`src/rtl/imem_loader_pkg.sv`:
```
// Shared definitions for the instruction-memory loader: FSM state encodings,
// IMEM base address and the checksum fold helper.
package imem_loader_pkg;

    typedef enum logic [2:0] {
        LEN_HI = 3'd0,
        LEN_LO = 3'd1,
        DATA   = 3'd2,
        CSUM   = 3'd3,
        DONE   = 3'd4,
        ERR    = 3'd5
    } state_t;

    localparam logic [31:0] IMEM_BASE = 32'h0000_0000;

    function automatic logic [7:0] xor_byte(input logic [7:0] acc, input logic [7:0] b);
        return acc ^ b;
    endfunction

endpackage

```
`src/rtl/imem_loader_byte_packer.sv`:
```
// Packs a byte stream into big-endian 32-bit words; word_valid is combinational
// and fires with the 4th byte so the loader can register the write one cycle later.
module imem_loader_byte_packer (
    input  logic        clk,
    input  logic        reset,
    input  logic        clear,
    input  logic        in_valid,
    input  logic [7:0]  in_data,
    output logic        word_valid,
    output logic [31:0] word
);

    logic [1:0]  cnt;
    logic [23:0] shift;

    // byte counter and shift register for the first three bytes of a word
    always_ff @(posedge clk or posedge reset) begin
        if (reset) begin
            cnt   <= 2'd0;
            shift <= 24'd0;
        end else if (clear) begin
            cnt   <= 2'd0;
            shift <= 24'd0;
        end else if (in_valid) begin
            cnt   <= cnt + 2'd1;
            shift <= {shift[15:0], in_data};
        end
    end

    assign word_valid = in_valid && (cnt == 2'd3) && !clear;
    assign word       = {shift, in_data};

endmodule

```
`src/rtl/imem_loader.sv`:
```
// Loads a length-prefixed program image from a byte stream into instruction RAM and
// holds the CPU in reset until done. Define IMEM_LOADER_CHECKSUM_EN for a trailing XOR byte.
module imem_loader
    import imem_loader_pkg::*;
#(
    parameter int IMEM_WORDS = 256,
    parameter int CNT_W      = 16
) (
    input  logic        clk,
    input  logic        reset,
    input  logic [7:0]  rx_data,
    input  logic        rx_valid,
    input  logic        reload,
    output logic        wr_en,
    output logic [31:0] wr_addr,
    output logic [31:0] wr_data,
    output logic        cpu_hold,
    output logic        load_done,
    output logic        load_err
);

    localparam int IDX_W = $clog2(IMEM_WORDS) + 1;

    state_t           state;
    state_t           next_state;
    logic [7:0]       len_hi;
    logic [CNT_W-1:0] n_words;
    logic [CNT_W-1:0] hdr;
    logic [IDX_W-1:0] word_idx;
    logic             reload_ok;
    logic             pack_valid;
    logic             word_valid;
    logic             last_word;
    logic             all_written;
    logic [31:0]      word;

    assign hdr         = CNT_W'({len_hi, rx_data});
    assign reload_ok   = reload && ((state == DONE) || (state == ERR));
    assign all_written = (32'(word_idx) == 32'(n_words));
    assign last_word   = ((32'(word_idx) + 32'd1) == 32'(n_words));
    // bytes past the last word must not start a phantom word
    assign pack_valid  = rx_valid && (state == DATA) && !all_written;

    imem_loader_byte_packer u_byte_packer (
        .clk        (clk),
        .reset      (reset),
        .clear      (reload_ok),
        .in_valid   (pack_valid),
        .in_data    (rx_data),
        .word_valid (word_valid),
        .word       (word)
    );

`ifdef IMEM_LOADER_CHECKSUM_EN
    logic [7:0] csum;

    // running XOR of payload bytes, restarted at each header
    always_ff @(posedge clk or posedge reset) begin
        if (reset) begin
            csum <= 8'h00;
        end else if (reload_ok || ((state == LEN_LO) && rx_valid)) begin
            csum <= 8'h00;
        end else if (pack_valid) begin
            csum <= xor_byte(csum, rx_data);
        end
    end
`endif

    // next-state logic
    always_comb begin
        next_state = state;
        case (state)
            LEN_HI: begin
                if (rx_valid) next_state = LEN_LO;
                else          next_state = state;
            end
            LEN_LO: begin
                if (!rx_valid)                          next_state = state;
`ifdef IMEM_LOADER_CHECKSUM_EN
                else if (hdr == {CNT_W{1'b0}})          next_state = CSUM;
`else
                else if (hdr == {CNT_W{1'b0}})          next_state = DONE;
`endif
                else if (32'(hdr) > 32'(IMEM_WORDS))    next_state = ERR;
                else                                    next_state = DATA;
            end
            DATA: begin
`ifdef IMEM_LOADER_CHECKSUM_EN
                if (word_valid && last_word) next_state = CSUM;
                else                         next_state = state;
`else
                // waiting one cycle past the last write keeps DONE after the final wr_en
                if (all_written) next_state = DONE;
                else             next_state = state;
`endif
            end
            CSUM: begin
`ifdef IMEM_LOADER_CHECKSUM_EN
                if (!rx_valid)            next_state = state;
                else if (rx_data == csum) next_state = DONE;
                else                      next_state = ERR;
`else
                next_state = ERR;
`endif
            end
            DONE, ERR: begin
                if (reload) next_state = LEN_HI;
                else        next_state = state;
            end
            default: next_state = LEN_HI;
        endcase
    end

    // state, counters and registered outputs
    always_ff @(posedge clk or posedge reset) begin
        if (reset) begin
            state     <= LEN_HI;
            len_hi    <= 8'h00;
            n_words   <= {CNT_W{1'b0}};
            word_idx  <= {IDX_W{1'b0}};
            wr_en     <= 1'b0;
            wr_addr   <= IMEM_BASE;
            wr_data   <= 32'h0000_0000;
            cpu_hold  <= 1'b1;
            load_done <= 1'b0;
            load_err  <= 1'b0;
        end else begin
            state     <= next_state;
            cpu_hold  <= (next_state != DONE);
            load_done <= (next_state == DONE);
            load_err  <= (next_state == ERR);
            wr_en     <= word_valid;
            if ((state == LEN_HI) && rx_valid) begin
                len_hi <= rx_data;
            end
            if ((state == LEN_LO) && rx_valid) begin
                n_words  <= hdr;
                word_idx <= {IDX_W{1'b0}};
            end else if (word_valid) begin
                wr_data  <= word;
                wr_addr  <= IMEM_BASE + {{(32-IDX_W-2){1'b0}}, word_idx, 2'b00};
                word_idx <= word_idx + {{(IDX_W-1){1'b0}}, 1'b1};
            end else if (reload_ok) begin
                word_idx <= {IDX_W{1'b0}};
            end
        end
    end

endmodule

```
`config.mk`:
```
export PLATFORM = sky130hd
export DESIGN_NAME = imem_loader
export DESIGN_NICKNAME = d
export VERILOG_FILES = /design/src/rtl/imem_loader_pkg.sv /design/src/rtl/imem_loader_byte_packer.sv /design/src/rtl/imem_loader.sv
export SDC_FILE = /design/constraint.sdc
export NUM_CORES = 1
export LEC_CHECK = 0
export BUFFER_PORTS_ARGS = -buffer_cell sky130_fd_sc_hd__buf_4
export CAP_MARGIN = 10
export CORE_MARGIN = 2
export CORE_UTILIZATION = 30
export DETAILED_ROUTE_END_ITERATION = 10
export SETUP_SLACK_MARGIN = 0.2
export SLEW_MARGIN = 20
export SYNTH_ARGS = -nofsm -noshare
export SYNTH_HDL_FRONTEND = slang
export SYNTH_SLANG_ARGS = --single-unit
```
`constraint.sdc`:
```
create_clock -name clk -period 3.4 [get_ports clk]
set_input_delay 0.51 -clock clk [delete_from_list [all_inputs] [get_ports clk]]
set_output_delay 0.51 -clock clk [all_outputs]
set_load 0.05 [all_outputs]
```
==> summary.txt <==
Detailed routing
  – First DRT Iteration DRCs: 192
  – DR vias/cell: 4.66
  – Drt drc: 0
  – Post-DRT Antenna Nets: 0
  – Routed len/inst: 15.2 µm
  – Routed wire length: 9.72 mm
  – Total number of vias: 2989
  – DR pass1 iterations: 4

Critical path
  – Required time of the worst setup path: 3.62 ns
  – FF-to-FF path depth: 6
  – CP max FO: 30
  – Reg-to-Reg End: word_idx[7]$_DFFE_PP0P_
  – Startpoint Class: flop
  – Reg2reg start: state[2]$_DFF_PP0_
  – CP startpoint: state[2]$_DFF_PP0_
  – Worst setup path endpoint: word_idx[7]$_DFFE_PP0P_
  – R2R setup slack: 1.04 ns
  – CP arrival: 2.58 ns
  – CP Capture Type: flop
  – Setup CP Type: flop to flop

Yosys
  – Mapped Cells: 395
  – Sequential fraction of the synthesis area: 57.7%
  – Synth warnings: 0
  – Yosys cell types: 41
  – Post-synth top flop: dfrtp_1
  – EDFF count, synth: 0
  – Async S/R FF share, synth: 100%
  – FF+latch count, synth: 107
  – Mean post-synth cell area: 11.8 µm²
  – Mapped Area: 4650 µm²

Cells and area
  – Inserted Diodes: 0
  – Most common cell after layout, fill and taps aside: dfrtp_1
  – # nets final: 463
  – Most frequent cells in the layout: dfrtp_1, buf_4, nand2_1
  – Fillers: 1448
  – Ratio of cells with drive above 1 in the final layout: 30.0%
  – Area delta synth->final: 18.3%
  – Final Instance Area: 5500 µm²

STA
  – Tmin final: 2.36 ns
  – RSZ-0062 raised after global routing: false
  – Worst Hold Slack: 0.343 ns
  – Clock Skews: 0.0109 ns
  – Least-Margin Pin Slew: 0.819 ns
  – Final Cycle Share: 69.4%
  – Final hold violations: 0
  – Max-slew violations: 0
  – Fmax: 424 MHz
  – Post-route setup TNS: 0 ns
  – Worst rel slew slack: 45.4%
  – Final setup fails: 0

Floorplanning
  – Core area: 15100 µm²
  – Io pins: 80
  – Die W: 128 µm
  – Initial Utilization: 30.7%
  – Die area: 16500 µm²
  – Chip Height: 128 µm
  – Row count: 45

Power and ir drop
  – Total power: 3.30 mW
  – Power Dens Cells: 600 nW/µm²
  – Static Leak: 2.70 nW
  – Maximum VDD drop: 0.226 mV

CTS
  – CTS Hold Buffers Added: 0
  – Root Buffer: clkbuf_16
  – Clk slew on worst S/H paths: 0.07 ns
  – Worst skew pair latency: 0.34 ns
  – Sink Count: 107
  – Total CTS buffers: 9
  – Clock buffer depth: 2
  – CTS tree: done
  – H-tree depth: 3
  – Post-CTS sizing: 0
  – Postcts setup bufs: 0

Global routing
  – First-pass GRT wire length: 16.0 mm
  – Initial antenna violation count: 0
  – Global-route usage over all layers: 12.5%
  – Pin count of the biggest net entering global routing: 63
  – Grt ovf: 0
  – Number of global-route vias before repair: 3027

Worst hold path
  – Hold WC Path Type: input port to async pin

Placement
  – Dpl hpwl: 6.64 mm
  – DP Area: 5200 µm²
  – Port-buffer cells: 56
  – GP Congestion: 0.748

Flow run
  – Maximum capacitance violations: 0

Status
  – Status: finished clean
worst max-delay path: stages (launching register included):
cell	delay, ns
dfrtp_1	0.47
nor3b_1	0.43
and3_1	0.26
o31ai_4	0.08
inv_2	0.48
nor3_2	0.18
a211o_1	0.33
metal layers:
layer	vias to the layer above	GRT usage, %	wire length (µm)	part of all wire (%)
met4	0	3.49	82	0.84
met5	-	0	0	0
li1	1405	-	-	-
met2	70	18.9	4420	45
met3	7	3.91	501	5.2
met1	1507	17.3	4720	49
worst min-delay path by stage:
| stage | from | slack (ns) | cells past startpoint | end |
|---|---|---|---|---|
| finish | reset | 0.34 | 3 | wr_data[8]$_DFFE_PP0P_ |
| global route | reset | 0.39 | 3 | wr_data[8]$_DFFE_PP0P_ |
| CTS | reset | 0.37 | 3 | wr_data[8]$_DFFE_PP0P_ |
| detailed placement | wr_data[1]$_DFFE_PP0P_ | 0.47 | 2 | wr_data[1]$_DFFE_PP0P_ |
| global placement | wr_data[5]$_DFFE_PP0P_ | 0.46 | 2 | wr_data[5]$_DFFE_PP0P_ |
| floorplan | u_byte_packer.shift[16]$_DFFE_PP0P_ | 0.48 | 1 | wr_data[24]$_DFFE_PP0P_ |
stage by stage:
| stage | worst slack, ns | instances | util (%) |
|---|---|---|---|
| 6_report | 1.04 | 641 | 36.3 |
| 2_1_floorplan | 1.36 | 417 | - |
| 5_1_grt | 0.907 | 641 | 36.3 |
| 4_1_cts | 1.05 | 641 | 36.3 |
| 3_3_place_gp | 1.04 | 626 | 34.3 |
| 3_5_place_dp | 0.972 | 626 | 34.3 |
synth_stat cells, drive strengths merged, types with 2 or more instances:
library cell / n / area, µm²
o21ai: 4 / 20.0
a31oi: 3 / 18.8
and3: 6 / 37.5
mux2: 48 / 541
nand2b: 2 / 12.5
nand4: 2 / 12.5
or3: 2 / 12.5
nor2: 30 / 113
inv: 5 / 18.8
dfrtp: 106 / 2650
nor3b: 3 / 22.5
ha: 2 / 25.0
nor3: 9 / 50.1
nand3: 9 / 45.0
xor2: 2 / 17.5
nand2: 61 / 229
a211o: 4 / 35.0
buf: 34 / 230
and4: 2 / 17.5
clkbuf: 8 / 30.0
or4: 2 / 15.0
xnor2: 10 / 87.6
a21oi: 2 / 10.0
mux2i: 25 / 250
nor4: 2 / 18.8
cell type report:
class / instances / area (µm²) / area share (%)
sequential: 107 / 2680 / 48.7
multi-input combinational: 263 / 1790 / 32.6
timing repair buffer: 63 / 473 / 8.60
clock buffer: 11 / 243 / 4.42
tap: 188 / 235 / 4.28
clock inverter: 4 / 51.3 / 0.933
inverter: 5 / 22.5 / 0.410
power breakdown:
part | internal [mW] | switching (mW)
Sequential | 1.46 | 0.133
Clock | 0.587 | 0.443
Combinational | 0.291 | 0.389
Total | 2.33 | 0.965
sequential cells by signal, indices dropped and copies added (netlist names):
name / count
cpu_hold: 1
len_hi: 8
load_done: 1
load_err: 1
n_words: 16
state: 3
u_byte_packer.cnt: 2
u_byte_packer.shift: 24
word_idx: 9
wr_addr: 9
wr_data: 32
wr_en: 1
kinds of logic (layout without fill, tap and decap cells):
kind of cell               count (synthesis)  in the layout  synth area share (%)
AOI/OAI and AO/OA                         18             18                  3.02
xor gates and xnor gates                  12             12                  2.26
buffers and inverters                     47             83                  6.01
other                                      1             23                0.0807
and+or+nand+nor                          135            135                  13.4
adders and majority gates                  2              2                 0.539
DFF                                      107            107                  57.7
muxes                                     73             73                  17.0
(Power assumes the default switching activity.)
